## src/rtl/led_blink_arbiter.sv

```systemverilog
// Shares one LED among NREQ requesters: arbiter plus IDLE/ON/OFF/GAP blink sequencer.
// Define LED_BLINK_STRICT_PRIO_EN for fixed lowest-index priority instead of round-robin.
module led_blink_arbiter #(
  parameter int unsigned NREQ      = 4,
  parameter int unsigned PRESCALE  = 12_500_000,
  parameter int unsigned ON_TICKS  = 1,
  parameter int unsigned OFF_TICKS = 1,
  parameter int unsigned GAP_TICKS = 4
) (
  input  logic              clk,
  input  logic              rst_n,
  input  logic [NREQ-1:0]   req,
  input  logic [4*NREQ-1:0] blink_cnt,
  output logic [NREQ-1:0]   ack,
  output logic              busy,
  output logic [1:0]        grant_id,
  output logic              led
);

  localparam int unsigned OnCyc   = ON_TICKS * PRESCALE;
  localparam int unsigned OffCyc  = OFF_TICKS * PRESCALE;
  localparam int unsigned GapCyc  = GAP_TICKS * PRESCALE;
  localparam int unsigned MaxOnOff = (OnCyc > OffCyc) ? OnCyc : OffCyc;
  localparam int unsigned MaxCyc  = (MaxOnOff > GapCyc) ? MaxOnOff : GapCyc;
  localparam int unsigned TW      = $clog2(MaxCyc + 1);

  localparam logic [TW-1:0] OnLast  = TW'(OnCyc - 1);
  localparam logic [TW-1:0] OffLast = TW'(OffCyc - 1);
  localparam logic [TW-1:0] GapLast = TW'(GapCyc - 1);

  typedef enum logic [1:0] {StIdle, StOn, StOff, StGap} state_e;

  state_e          state_q, state_d;
  logic [TW-1:0]   timer_q, timer_d;
  logic [3:0]      cnt_q, cnt_d;
  logic [1:0]      grant_q, grant_d;
  logic [1:0]      last_q, last_d;
  logic            led_q, led_d;
  logic [NREQ-1:0] ack_q, ack_d;

  logic [1:0] winner;
  logic [3:0] win_cnt;

`ifdef LED_BLINK_STRICT_PRIO_EN
  always_comb begin
    winner = '0;
    for (int i = NREQ - 1; i >= 0; i--) begin
      if (req[i]) winner = 2'(i);
    end
  end
`else
  // Search starts one past the last winner and wraps.
  always_comb begin
    logic found;
    int unsigned idx;
    winner = '0;
    found  = 1'b0;
    for (int unsigned i = 1; i <= NREQ; i++) begin
      idx = (int'(last_q) + i) % NREQ;
      if (!found && req[idx]) begin
        found  = 1'b1;
        winner = 2'(idx);
      end
    end
  end
`endif

  assign win_cnt = blink_cnt[4*winner +: 4];

  always_comb begin
    state_d = state_q;
    timer_d = timer_q + 1'b1;
    cnt_d   = cnt_q;
    grant_d = grant_q;
    last_d  = last_q;
    unique case (state_q)
      StIdle: begin
        timer_d = '0;
        if (|req) begin
          grant_d = winner;
          last_d  = winner;
          cnt_d   = win_cnt;
          state_d = (win_cnt != 4'd0) ? StOn : StGap;
        end
      end
      StOn: begin
        if (timer_q == OnLast) begin
          timer_d = '0;
          state_d = StOff;
        end
      end
      StOff: begin
        if (timer_q == OffLast) begin
          timer_d = '0;
          cnt_d   = cnt_q - 4'd1;
          state_d = (cnt_q > 4'd1) ? StOn : StGap;
        end
      end
      StGap: begin
        if (timer_q == GapLast) begin
          timer_d = '0;
          state_d = StIdle;
        end
      end
      default: begin
        timer_d = '0;
        state_d = StIdle;
      end
    endcase
  end

  // Outputs are registered, so they are derived from the next state.
  always_comb begin
    led_d = (state_d == StOn);
    ack_d = '0;
    if (state_d == StGap && timer_d == GapLast) ack_d[grant_d] = 1'b1;
  end

  always_ff @(posedge clk or negedge rst_n) begin
    if (!rst_n) begin
      state_q <= StIdle;
      timer_q <= '0;
      cnt_q   <= '0;
      grant_q <= '0;
      last_q  <= 2'(NREQ - 1);
      led_q   <= 1'b0;
      ack_q   <= '0;
    end else begin
      state_q <= state_d;
      timer_q <= timer_d;
      cnt_q   <= cnt_d;
      grant_q <= grant_d;
      last_q  <= last_d;
      led_q   <= led_d;
      ack_q   <= ack_d;
    end
  end

  assign busy     = (state_q != StIdle);
  assign grant_id = grant_q;
  assign led      = led_q;
  assign ack      = ack_q;

endmodule

```

## config.mk

```make
export PLATFORM = sky130hd
export DESIGN_NAME = led_blink_arbiter
export DESIGN_NICKNAME = d
export VERILOG_FILES = /design/src/rtl/led_blink_arbiter.sv
export SDC_FILE = /design/constraint.sdc
export NUM_CORES = 1
export LEC_CHECK = 0
export ABC_AREA = 1
export CORE_ASPECT_RATIO = 0.6
export CORE_MARGIN = 2
export CORE_UTILIZATION = 58
export CTS_CLUSTER_DIAMETER = 30
export DETAILED_ROUTE_END_ITERATION = 12
export PLACE_DENSITY = 0.81
export SLEW_MARGIN = 20
export SYNTH_ARGS = -nofsm -noshare
export SYNTH_HDL_FRONTEND = slang
export SYNTH_SLANG_ARGS = --single-unit
```

## constraint.sdc

```tcl
create_clock -name clk -period 2.66 [get_ports clk]
set_input_delay 0.399 -clock clk [delete_from_list [all_inputs] [get_ports clk]]
set_output_delay 0.399 -clock clk [all_outputs]
set_load 0.02 [all_outputs]
```

==> results.cfg <==
[run_status]
status = finished clean

[pwr]
p_per_area_mw_per_mm2 = 880
p_clk_frac = 0.168
p_sw_mw = 1.52
design_power_total_mw = 3.13
swShare = 0.486
internal_power_mw = 1.61
power.share.sequential = 0.263
ir_worst_vdd_mv = 0.547
leakagePower_nw = 1.71
pwr-share-comb = 0.569

[yosys]
ys_top_cells_by_area = dfrtp_1, nand2_1, nor2_1
synth_ff_type = dfrtp_1
synth_cell_type_count = 35
synthCells = 463
yosysTopAreaCellShare = 0.320
yosysTopAreaCell = dfrtp_1
ys_seq_elements = 41
synth_edf_count = 0
postSynthAreaPerCell_um2 = 6.59
async_flop_share = 1.00
syn_area_mm2 = 0.00305
ys_warn_count = 0
ys_seq_area_frac = 0.337
syn_nets = 493

[clock_network]
cts_tree = done
clk_latency_ns = 0.31
cts.sinks = 41
cts_buffers = 5
cts_root_buffer = clkbuf_8
ctsHtreeMaxLevel = 2
clockBufferDepth = 2
holdBufCountCts = 0
clk_pin_slew_worst_paths_ns = 0.10

[sta]
fin_skew_ns = 0.0155
min_period_ns = 2.50
hold_viol = 0
slew_headroom = 0.381
clock.fmax_mhz = 400
setup_tns_ns = 0
setup_violations = 0
drv_slew = 0
timing.hold.ws_ns = 0.222
worst_slack_ns = 0.160
worst_pin_slew_ns = 0.928
fin_crit_sh = 0.940

[die]
die_y_um = 60.2
pin_count = 30
initial_core_util = 0.604
row_count = 20
die_area_mm2 = 0.00588
chipWidth_um = 97.7
coreArea_mm2 = 0.00505

[global_route]
grt_util_met2 = 0.407
grt_usage = 0.315
gr-total-overflow = 0
grt_max_degree = 42
antenna_found_initial = 0
grt.met3_usage = 0.119
gr-max-usage-layer = met1
grt_pass1_wl_um = 14200
grt_pass1_vias = 2768
grtUsageMet1 = 0.491

[routing]
via_per_inst = 5.62
ant_nets = 0
num_vias = 3192
routed_wl_um = 8870
drtPass1Iterations = 7
drc = 0
drt-initial-drc-count = 369
routedWlPerCell_um = 15.6

[hold_path]
hp-class = input port to async pin

[worst_setup_path]
startpoint_type = register
arrival_ns = 2.74
cp_max_fo = 5
criticalPathCategory = register to register
cp.required_ns = 2.90
crit_path_end_kind = register

[cells_and_area]
fill_cells = 406
final_cell_mix = nand2_1, nor2_1, inv_1, nand3_1, dfrtp_1
layout.nets = 531
area_delta_synth_final_pct = 16.6
final_common_cell = nand2_1
drive_gt1_frac = 0.0916
antenna_cells = 0
stdcell_area_mm2 = 0.00356

[run]
drv_cap = 0

[place]
io_buffer_count = 29
placed_cell_area_mm2 = 0.00343
pre_cts_ws_ns = 0.140
dp_hpwl_um = 6990
place_congestion = 0.967
## worst paths after layout
| path | from | end | slack (ns) | depth (start not counted) |
|---|---|---|---|---|
| worst max-delay path | timer_q[1] | ack[2] | 0.16 | 13 |
| worst min-delay path | rst_n | timer_q[10] | 0.22 | 1 |
| worst max register to register | timer_q[1] | ack[2] | 0.16 | 13 |
| worst min register to register | cnt_q[3] | cnt_q[3] | 0.54 | 2 |
| max in group asynchronous | rst_n | timer_q[6] | 1.85 | 1 |
| min in group clk | cnt_q[3] | cnt_q[3] | 0.54 | 2 |
## stage by stage
step,instances,utilization
final,568,0.704
after detailed placement,559,0.679
after CTS,567,0.702
after global routing,568,0.704
after global placement,559,0.679
after floorplan,463,-
## cells in the mapped netlist (2+ instances only)
cell         n
nand3b_1     4
nand3_2      2
ha_1         8
nor3b_1      2
nand2_1    130
o21ai_1      2
nand3_1     44
o211ai_1     4
nor4_1       3
nor2_1      73
clkbuf_1     2
dfrtp_1     39
nor3_1       4
xnor2_1      3
xor2_1       6
o21ai_0     14
dfstp_2      2
nor2_2       4
a21oi_1      7
nand2_4      4
inv_1       67
or2_2        3
o2111ai_1    2
nand2_2     10
nand4_1     14
## sequential cells by signal (all words and copies together) (netlist names)
| register | count |
|---|---|
| led | 1 |
| ack | 4 |
| last_q | 2 |
| grant_id | 2 |
| timer_q | 26 |
| state_q | 2 |
| cnt_q | 4 |
## per-layer routing
metal | wire length, um | up-vias
li1 | - | 1541
met1 | 4250 | 1442
met2 | 3260 | 193
met3 | 1280 | 16
met4 | 86 | 0
met5 | 0 | -
## logic make-up (layout without fill, tap and decap cells)
logic type                 count (synthesis)  after routing  synth area share
buffers and inverters                     73            112            0.0930
DFF                                       41             41             0.337
xor gates and xnor gates                   9              9            0.0258
and+or+nand+nor                          299            299             0.448
adders and majority gates                  8              8            0.0328
AOI/OAI and AO/OA                         33             33            0.0639
## worst max-delay path, cell delays in order (launching register included)
cell and delay, ns:
dfrtp_1 0.38, ha_1 0.21, nand2_1 0.12, nor2_2 0.19, nand2_1 0.17, nor2_1 0.17
nand3_1 0.08, nand2_1 0.15, nand4_1 0.18, nor2_1 0.20, nand4_1 0.15, nor3_2 0.21
nand2_2 0.10, nor2_1 0.10
## timing repair
item | in CTS | in global routing
buffers inserted | 0 | 1
gates resized for setup | 0 | 1
endpoints found under the setup margin | 0 | 4
## final cells by class
class | count | area [um2] | share of cell area
Inverter | 70 | 265 | 0.0745
Clock buffer | 5 | 68.8 | 0.0193
Tap cell | 66 | 82.6 | 0.0232
Timing Repair Buffer | 34 | 323 | 0.0907
Multi-Input combinational cell | 349 | 1750 | 0.490
Sequential cell | 41 | 1030 | 0.289
Clock inverter | 3 | 46.3 | 0.0130
## power groups by stage
stage | clock, mW | combinational, mW | sequential (mW)
after floorplan | 0 | 1.33 | 0.822
after global placement | 0 | 1.70 | 0.833
after detailed placement | 0 | 1.74 | 0.837
after CTS | 0.533 | 1.75 | 0.825
after global routing | 0.556 | 1.99 | 0.836
final | 0.528 | 1.78 | 0.823
(Power assumes the default switching activity.)
